==> config.mk <==
export PLATFORM = sky130hd
export DESIGN_NAME = alu_op_sequencer_flat
export DESIGN_NICKNAME = d
export VERILOG_FILES = /design/src/rtl/alu_op_sequencer_if.sv /design/src/rtl/alu_op_sequencer.sv /design/src/flat_wrapper.sv
export SDC_FILE = /design/constraint.sdc
export NUM_CORES = 1
export LEC_CHECK = 0
export ABC_AREA = 1
export CORE_MARGIN = 2
export CORE_UTILIZATION = 35
export CTS_BUF_LIST = sky130_fd_sc_hd__clkbuf_8
export DETAILED_ROUTE_END_ITERATION = 7
export GPL_TIMING_DRIVEN = 0
export HOLD_SLACK_MARGIN = 0.06
export MAX_ROUTING_LAYER = met4
export PLACE_DENSITY_LB_ADDON = 0.2
export SLEW_MARGIN = 30
export SYNTH_ARGS = -nofsm -noshare
export SYNTH_HDL_FRONTEND = slang
export SYNTH_SLANG_ARGS = --single-unit
==> constraint.sdc <==
create_clock -name clk -period 4.2 [get_ports clk]
set_input_delay 0.42 -clock clk [delete_from_list [all_inputs] [get_ports clk]]
set_output_delay 0.42 -clock clk [all_outputs]
set_load 0.02 [all_outputs]
==> src/rtl/alu_op_sequencer_if.sv <==
// Request, ALU-drive and result signals between decode, the sequencer and the execute-stage ALU.
// The slave modport is the sequencer's view; master is the surrounding pipeline and ALU.
interface alu_op_sequencer_if #(
  parameter int unsigned DATA_W = 40
);
  localparam int unsigned OP_W   = 5;
  localparam int unsigned SDIR_W = 2;
  localparam int unsigned CNT_W  = 3;
  localparam int unsigned FLAG_W = 4;

  // request side
  logic              controlInSeqValid;
  logic              controlOutSeqReady;
  logic [OP_W-1:0]   controlInSeqOp;
  logic [SDIR_W-1:0] controlInSeqShiftDir;
  logic [DATA_W-1:0] dataInSeqA;
  logic [DATA_W-1:0] dataInSeqB;
  logic [DATA_W-1:0] dataInSeqC;

  // ALU drive and return
  logic [DATA_W-1:0] dataOutAluA;
  logic [DATA_W-1:0] dataOutAluB;
  logic [OP_W-1:0]   controlOutAluOp;
  logic [SDIR_W-1:0] controlOutAluShiftDir;
  logic [CNT_W-1:0]  controlOutAluCycleCnt;
  logic [DATA_W-1:0] dataInAluResult;
  logic              controlInAluZ;
  logic              controlInAluC;
  logic              controlInAluV;
  logic              controlInAluN;

  // result side
  logic              controlOutSeqValid;
  logic              controlInSeqOutReady;
  logic [DATA_W-1:0] dataOutSeqResult;
  logic [FLAG_W-1:0] controlOutSeqFlags;
  logic              controlOutSeqBusy;

  modport master (
    output controlInSeqValid, controlInSeqOp, controlInSeqShiftDir,
           dataInSeqA, dataInSeqB, dataInSeqC,
           dataInAluResult, controlInAluZ, controlInAluC, controlInAluV, controlInAluN,
           controlInSeqOutReady,
    input  controlOutSeqReady, dataOutAluA, dataOutAluB, controlOutAluOp,
           controlOutAluShiftDir, controlOutAluCycleCnt,
           controlOutSeqValid, dataOutSeqResult, controlOutSeqFlags, controlOutSeqBusy
  );

  modport slave (
    input  controlInSeqValid, controlInSeqOp, controlInSeqShiftDir,
           dataInSeqA, dataInSeqB, dataInSeqC,
           dataInAluResult, controlInAluZ, controlInAluC, controlInAluV, controlInAluN,
           controlInSeqOutReady,
    output controlOutSeqReady, dataOutAluA, dataOutAluB, controlOutAluOp,
           controlOutAluShiftDir, controlOutAluCycleCnt,
           controlOutSeqValid, dataOutSeqResult, controlOutSeqFlags, controlOutSeqBusy
  );
endinterface

==> src/rtl/alu_op_sequencer.sv <==
// Issue controller feeding the execute-stage ALU; holds the registered result until accepted.
// Macro ALU_SEQ_ACCUM_EN enables the four-pass ACCUMBYTES sequence (else it issues as one pass).
module alu_op_sequencer #(
  parameter int unsigned DATA_W     = 40,
  parameter int unsigned ACC_PASSES = 4
) (
  input logic               clk,
  input logic               rst,
  alu_op_sequencer_if.slave bus
);
  localparam int unsigned OP_W   = 5;
  localparam int unsigned SDIR_W = 2;
  localparam int unsigned CNT_W  = 3;
  localparam int unsigned FLAG_W = 4;

  // The ACC state chain is written out for exactly four passes.
  if (ACC_PASSES != 4) begin : g_acc_passes_check
    $error("alu_op_sequencer supports ACC_PASSES == 4 only");
  end

`ifdef ALU_SEQ_ACCUM_EN
  localparam logic [OP_W-1:0]  OP_ACCUMBYTES = 5'h10;
  localparam logic [CNT_W-1:0] LAST_PASS     = CNT_W'(ACC_PASSES - 1);

  typedef enum logic [2:0] {
    S_IDLE, S_EXEC, S_ACC0, S_ACC1, S_ACC2, S_ACC3, S_DONE
  } state_e;
`else
  typedef enum logic [1:0] {
    S_IDLE, S_EXEC, S_DONE
  } state_e;
`endif

  state_e state_q, state_d;

  // ALU drive registers; alu_a also serves as the ACCUMBYTES accumulator between passes
  logic [DATA_W-1:0] alu_a_q, alu_a_d;
  logic [DATA_W-1:0] alu_b_q, alu_b_d;
  logic [OP_W-1:0]   alu_op_q, alu_op_d;
  logic [SDIR_W-1:0] alu_sdir_q, alu_sdir_d;
  logic [CNT_W-1:0]  alu_cnt_q, alu_cnt_d;
`ifdef ALU_SEQ_ACCUM_EN
  logic [DATA_W-1:0] c_q, c_d;
`endif

  logic [DATA_W-1:0] res_q, res_d;
  logic [FLAG_W-1:0] flags_q, flags_d;
  logic              valid_q, valid_d;
  logic              ready_q, ready_d;
  logic              busy_q, busy_d;

  logic [FLAG_W-1:0] alu_flags;
  assign alu_flags = {bus.controlInAluN, bus.controlInAluZ, bus.controlInAluC, bus.controlInAluV};

  // Next-state, drive and result logic
  always_comb begin
    state_d    = state_q;
    alu_a_d    = alu_a_q;
    alu_b_d    = alu_b_q;
    alu_op_d   = alu_op_q;
    alu_sdir_d = alu_sdir_q;
    alu_cnt_d  = alu_cnt_q;
`ifdef ALU_SEQ_ACCUM_EN
    c_d        = c_q;
`endif
    res_d      = res_q;
    flags_d    = flags_q;

    unique case (state_q)
      S_IDLE: begin
        if (bus.controlInSeqValid) begin
          alu_a_d    = bus.dataInSeqA;
          alu_b_d    = bus.dataInSeqB;
          alu_op_d   = bus.controlInSeqOp;
          alu_sdir_d = bus.controlInSeqShiftDir;
          alu_cnt_d  = '0;
`ifdef ALU_SEQ_ACCUM_EN
          c_d        = bus.dataInSeqC;
          state_d    = (bus.controlInSeqOp == OP_ACCUMBYTES) ? S_ACC0 : S_EXEC;
`else
          state_d    = S_EXEC;
`endif
        end
      end
      S_EXEC: begin
        res_d   = bus.dataInAluResult;
        flags_d = alu_flags;
        state_d = S_DONE;
      end
`ifdef ALU_SEQ_ACCUM_EN
      S_ACC0: begin
        alu_a_d   = bus.dataInAluResult;
        alu_b_d   = c_q;
        alu_cnt_d = 3'd1;
        state_d   = S_ACC1;
      end
      S_ACC1: begin
        alu_a_d   = bus.dataInAluResult;
        alu_b_d   = '0;
        alu_cnt_d = 3'd2;
        state_d   = S_ACC2;
      end
      S_ACC2: begin
        alu_a_d   = bus.dataInAluResult;
        alu_b_d   = '0;
        alu_cnt_d = LAST_PASS;
        state_d   = S_ACC3;
      end
      S_ACC3: begin
        res_d   = bus.dataInAluResult;
        flags_d = alu_flags;
        state_d = S_DONE;
      end
`endif
      S_DONE: begin
        if (bus.controlInSeqOutReady) state_d = S_IDLE;
      end
      default: state_d = S_IDLE;
    endcase

    valid_d = (state_d == S_DONE);
    ready_d = (state_d == S_IDLE);
    busy_d  = (state_d != S_IDLE);
  end

  always_ff @(posedge clk or posedge rst) begin
    if (rst) begin
      state_q    <= S_IDLE;
      alu_a_q    <= '0;
      alu_b_q    <= '0;
      alu_op_q   <= '0;
      alu_sdir_q <= '0;
      alu_cnt_q  <= '0;
`ifdef ALU_SEQ_ACCUM_EN
      c_q        <= '0;
`endif
      res_q      <= '0;
      flags_q    <= '0;
      valid_q    <= 1'b0;
      ready_q    <= 1'b1;
      busy_q     <= 1'b0;
    end else begin
      state_q    <= state_d;
      alu_a_q    <= alu_a_d;
      alu_b_q    <= alu_b_d;
      alu_op_q   <= alu_op_d;
      alu_sdir_q <= alu_sdir_d;
      alu_cnt_q  <= alu_cnt_d;
`ifdef ALU_SEQ_ACCUM_EN
      c_q        <= c_d;
`endif
      res_q      <= res_d;
      flags_q    <= flags_d;
      valid_q    <= valid_d;
      ready_q    <= ready_d;
      busy_q     <= busy_d;
    end
  end

  assign bus.controlOutSeqReady    = ready_q;
  assign bus.controlOutSeqBusy     = busy_q;
  assign bus.controlOutSeqValid    = valid_q;
  assign bus.dataOutSeqResult      = res_q;
  assign bus.controlOutSeqFlags    = flags_q;
  assign bus.dataOutAluA           = alu_a_q;
  assign bus.dataOutAluB           = alu_b_q;
  assign bus.controlOutAluOp       = alu_op_q;
  assign bus.controlOutAluShiftDir = alu_sdir_q;
  assign bus.controlOutAluCycleCnt = alu_cnt_q;

endmodule

==> src/flat_wrapper.sv <==
// flat-port wrapper written by rule: the top's interface ports become plain ports
module alu_op_sequencer_flat 
#(
  parameter int unsigned DATA_W     = 40,
  parameter int unsigned ACC_PASSES = 4
)
  (clk, rst, bus_controlInSeqValid, bus_controlInSeqOp, bus_controlInSeqShiftDir, bus_dataInSeqA, bus_dataInSeqB, bus_dataInSeqC, bus_dataInAluResult, bus_controlInAluZ, bus_controlInAluC, bus_controlInAluV, bus_controlInAluN, bus_controlInSeqOutReady, bus_controlOutSeqReady, bus_dataOutAluA, bus_dataOutAluB, bus_controlOutAluOp, bus_controlOutAluShiftDir, bus_controlOutAluCycleCnt, bus_controlOutSeqValid, bus_dataOutSeqResult, bus_controlOutSeqFlags, bus_controlOutSeqBusy);
  alu_op_sequencer_if #(.DATA_W(DATA_W)) bus_i ();
  input logic clk;
  input logic rst;
  input wire logic [$bits(bus_i.controlInSeqValid)-1:0] bus_controlInSeqValid;
  input wire logic [$bits(bus_i.controlInSeqOp)-1:0] bus_controlInSeqOp;
  input wire logic [$bits(bus_i.controlInSeqShiftDir)-1:0] bus_controlInSeqShiftDir;
  input wire logic [$bits(bus_i.dataInSeqA)-1:0] bus_dataInSeqA;
  input wire logic [$bits(bus_i.dataInSeqB)-1:0] bus_dataInSeqB;
  input wire logic [$bits(bus_i.dataInSeqC)-1:0] bus_dataInSeqC;
  input wire logic [$bits(bus_i.dataInAluResult)-1:0] bus_dataInAluResult;
  input wire logic [$bits(bus_i.controlInAluZ)-1:0] bus_controlInAluZ;
  input wire logic [$bits(bus_i.controlInAluC)-1:0] bus_controlInAluC;
  input wire logic [$bits(bus_i.controlInAluV)-1:0] bus_controlInAluV;
  input wire logic [$bits(bus_i.controlInAluN)-1:0] bus_controlInAluN;
  input wire logic [$bits(bus_i.controlInSeqOutReady)-1:0] bus_controlInSeqOutReady;
  output wire logic [$bits(bus_i.controlOutSeqReady)-1:0] bus_controlOutSeqReady;
  output wire logic [$bits(bus_i.dataOutAluA)-1:0] bus_dataOutAluA;
  output wire logic [$bits(bus_i.dataOutAluB)-1:0] bus_dataOutAluB;
  output wire logic [$bits(bus_i.controlOutAluOp)-1:0] bus_controlOutAluOp;
  output wire logic [$bits(bus_i.controlOutAluShiftDir)-1:0] bus_controlOutAluShiftDir;
  output wire logic [$bits(bus_i.controlOutAluCycleCnt)-1:0] bus_controlOutAluCycleCnt;
  output wire logic [$bits(bus_i.controlOutSeqValid)-1:0] bus_controlOutSeqValid;
  output wire logic [$bits(bus_i.dataOutSeqResult)-1:0] bus_dataOutSeqResult;
  output wire logic [$bits(bus_i.controlOutSeqFlags)-1:0] bus_controlOutSeqFlags;
  output wire logic [$bits(bus_i.controlOutSeqBusy)-1:0] bus_controlOutSeqBusy;
  assign bus_i.controlInSeqValid = bus_controlInSeqValid;
  assign bus_i.controlInSeqOp = bus_controlInSeqOp;
  assign bus_i.controlInSeqShiftDir = bus_controlInSeqShiftDir;
  assign bus_i.dataInSeqA = bus_dataInSeqA;
  assign bus_i.dataInSeqB = bus_dataInSeqB;
  assign bus_i.dataInSeqC = bus_dataInSeqC;
  assign bus_i.dataInAluResult = bus_dataInAluResult;
  assign bus_i.controlInAluZ = bus_controlInAluZ;
  assign bus_i.controlInAluC = bus_controlInAluC;
  assign bus_i.controlInAluV = bus_controlInAluV;
  assign bus_i.controlInAluN = bus_controlInAluN;
  assign bus_i.controlInSeqOutReady = bus_controlInSeqOutReady;
  assign bus_controlOutSeqReady = bus_i.controlOutSeqReady;
  assign bus_dataOutAluA = bus_i.dataOutAluA;
  assign bus_dataOutAluB = bus_i.dataOutAluB;
  assign bus_controlOutAluOp = bus_i.controlOutAluOp;
  assign bus_controlOutAluShiftDir = bus_i.controlOutAluShiftDir;
  assign bus_controlOutAluCycleCnt = bus_i.controlOutAluCycleCnt;
  assign bus_controlOutSeqValid = bus_i.controlOutSeqValid;
  assign bus_dataOutSeqResult = bus_i.dataOutSeqResult;
  assign bus_controlOutSeqFlags = bus_i.controlOutSeqFlags;
  assign bus_controlOutSeqBusy = bus_i.controlOutSeqBusy;
  alu_op_sequencer #(.DATA_W(DATA_W), .ACC_PASSES(ACC_PASSES)) u_core (.clk(clk), .rst(rst), .bus(bus_i));
endmodule
==> impl_results.md <==
* Top Ports at approximately 310
* P_sw at ~2.8 mW
* Drt initial violations at roughly 290
* Routability cong. at around 0.83
* Die ar. at about 0.016 mm^2
* Remaining DRCs at 0
* Post-route ant nets at 0
* Crit-path cells: clkdlybuf4s50_1
* FF+latch count, synth at 136
* Reg power frac at roughly a third
* Xor/xnor share of the synthesized area at 0%
* Dpl hpwl at between 10000 and 15000 um
* Die H at 127 um
* Adder-cell share of the synthesized area at 0%
* VDD IR-drop max at between 0.3 and 0.4 mV
* Count of different cell masters after synthesis at 14
* Critical Path Max Stage Delay at between 0.6 and 0.7 ns
* Clk sinks at 136
* F_max at ~490 MHz
* Root buf cell: clkbuf_8
* Num CTS Buffers at 17
* Detailed Route WL at roughly 17000 um
* Syn_area_per_cell at slightly above 9 um^2
* Synth warn at 0
* Synthesized cell area at between 0.005 and 0.006 mm^2
* P_int at a little over 4 mW
* Filler cells at approximately 1300
* Post-route cell area at 0.00866 mm^2
* Sequential share of the synthesized area at between 60% and 70%
* Worst Path Arrival at roughly 1.6 ns
* CTS Buffer Depth at 2
* Critical Path Source Type: register
* Commonest non-fill, non-tap cells in the layout: clkdlybuf4s50_1, nand2_1, dfrtp_1
* CTS tree: done
* Vias in the first global route at about 5200
* Final Hold Vio Count at 0
* Setup TNS at 0 ns
* Kind of cell adding the most delay to the critical path: buffers and inverters
* Max Cap Viol at 0
* Largest family of logic cells by synthesized area: simple AND/OR/NAND/NOR gates
* H-tree lvl count at 4
* # nets final at ~1100
* All-Layer GR Usage at 21.2%
* Via density at between 4 and 5
* Switching Fraction at 41.1%
* Final Skew at roughly 0.0066 ns
* Minimum clock period at ~2.0 ns
* CP max-delay cell: clkdlybuf4s50_1
* Row count at 45
* Mapped Cells at between 500 and 600
* Post-cts repair resize count at 0
* Drt wl/cell at roughly 15 um
* Die width at between 100 and 150 um
* CTS Hold Bufs at 0
* Crit path buf inv count at 1
* Clk slew on worst S/H paths at 0.07 ns
* Post-synthesis simple-gate area fraction at a little under a third
* Required @ worst endpoint at 3.78 ns
* Post-DP Area at 0.00827 mm^2
* Final setup vio count at 0
* Power per cell area at 791 mW/mm^2
* Final Cycle Share at 48.2%
* Synth-to-Final Area Change at 62.8%
* CP endpoint kind: primary output
* Hold Path Class: in -> async
* Share of cells above drive strength 1 at roughly 6.9%
* Crit path kind: reg -> out
* Starting Density at 35.4%
* RSZ-0062 raised after global routing: false
* Max Slew Vio Count at 0
* Initial antenna violation count at 0
* Postcts setup bufs at 0
* Combinational Power Share at roughly 51%
* Drt first pass iters at 4
* Ant diodes at 0
* CP Max Fanout at 1
* Leak Pwr at around 4.2 nW
* Post-synthesis mux area share at 0%
* Post-layout util at 57.6%
* Core area at between 0.015 and 0.02 mm^2
* Pin count of the biggest net entering global routing at roughly 70
* Clock latency on the worst-skew pair at between 0.4 and 0.5 ns
* Synth Area in Compound Gates at 0%
* Vias at 5110
* Total power at 6.85 mW
* PortBufs at roughly 270
* Clock power frac at approximately 15%
* Grt total ovfl at 0
* First-pass GRT wire length at approximately 26000 um
* Outcome: finished, final reports clean
* Most common cell after layout, fill and taps aside: clkdlybuf4s50_1
[power by group through the flow]
stage                     Clock, mW  Combinational [mW]  Sequential (mW)
after floorplan                   0               0.981             3.05
after global placement            0                3.47             2.28
after detailed placement          0                3.53             2.31
after CTS                      1.09                3.54             2.30
after global routing           1.15                3.78             2.38
final                          1.06                3.49             2.30
[state kept, by name, summed over array words and instances (netlist names)]
register and flops:
u_core.bus.dataOutAluA 40, u_core.bus.controlOutSeqValid 1, u_core.bus.dataOutSeqResult 40, u_core.bus.controlOutAluShiftDir 2, u_core.bus.dataOutAluB 40, u_core.state_q 2
u_core.bus.controlOutSeqBusy 1, u_core.bus.controlOutAluOp 5, u_core.bus.controlOutSeqFlags 4, u_core.bus.controlOutSeqReady 1
[cell type report]
| type | instances | area [um^2] | share of cell area, % |
|---|---|---|---|
| plain buffers | 45 | 218 | 2.51 |
| clock buffers | 19 | 262 | 3.02 |
| clock inverters | 13 | 129 | 1.49 |
| inverters | 3 | 18.8 | 0.217 |
| multi-input cells | 405 | 1700 | 19.6 |
| flip-flops and latches | 136 | 3400 | 39.3 |
| well taps | 188 | 235 | 2.72 |
| repair buffers | 268 | 2700 | 31.2 |
[cell families after synthesis]
logic type,Yosys count
flip-flops,136
buffers and inverters,48
AND/OR/NAND/NOR,402
other,1
[cells in the mapped netlist]
master	n	share of area, %
inv_1	2	0.14
buf_1	7	0.49
nand2_2	1	0.12
dfrtp_1	135	63
dfstp_2	1	0.49
clkbuf_1	15	1.1
nor2_4	1	0.21
nand3_1	132	12
nor2_1	2	0.14
nand2_1	266	19
inv_2	1	0.070
buf_4	8	1.1
buf_2	15	1.4
conb_1	1	0.070
[routing by layer]
layer / GRT usage [%] / vias to the layer above / share of wire (%)
met5: - / - / 0
met4: 7.89 / 0 / 1.9
met3: 6.87 / 23 / 8.9
met2: 34.0 / 226 / 48
met1: 25.0 / 2422 / 41
li1: - / 2439 / -
[through the flow]
step | setup WS (ns) | instances | hold slack, ns
2_1_floorplan | 0.142 | 589 | 0.565
3_3_place_gp | -1.61 | 1044 | 0.454
3_5_place_dp | 2.57 | 1045 | 0.457
4_1_cts | 2.12 | 1077 | 0.409
5_1_grt | 2.11 | 1077 | 0.418
6_report | 2.18 | 1077 | 0.415
[final timing paths]
kind / start / endpoint / slack, ns / cells after the start
setup / recovery: u_core.bus.controlOutSeqReady / bus_controlOutSeqReady / 2.18 / 1
hold / removal: rst / u_core.bus.dataOutAluA[39] / 0.41 / 2
setup reg to reg: u_core.state_q[1] / u_core.bus.dataOutAluB[17] / 2.65 / 6
hold reg to reg: u_core.bus.dataOutSeqResult[8] / u_core.bus.dataOutSeqResult[8] / 0.47 / 2
max in group asynchronous: rst / u_core.bus.dataOutAluB[4] / 3.06 / 3
min in group clk: u_core.bus.dataOutSeqResult[8] / u_core.bus.dataOutSeqResult[8] / 0.47 / 2
Note: power is estimated with default switching activity, not from simulation.
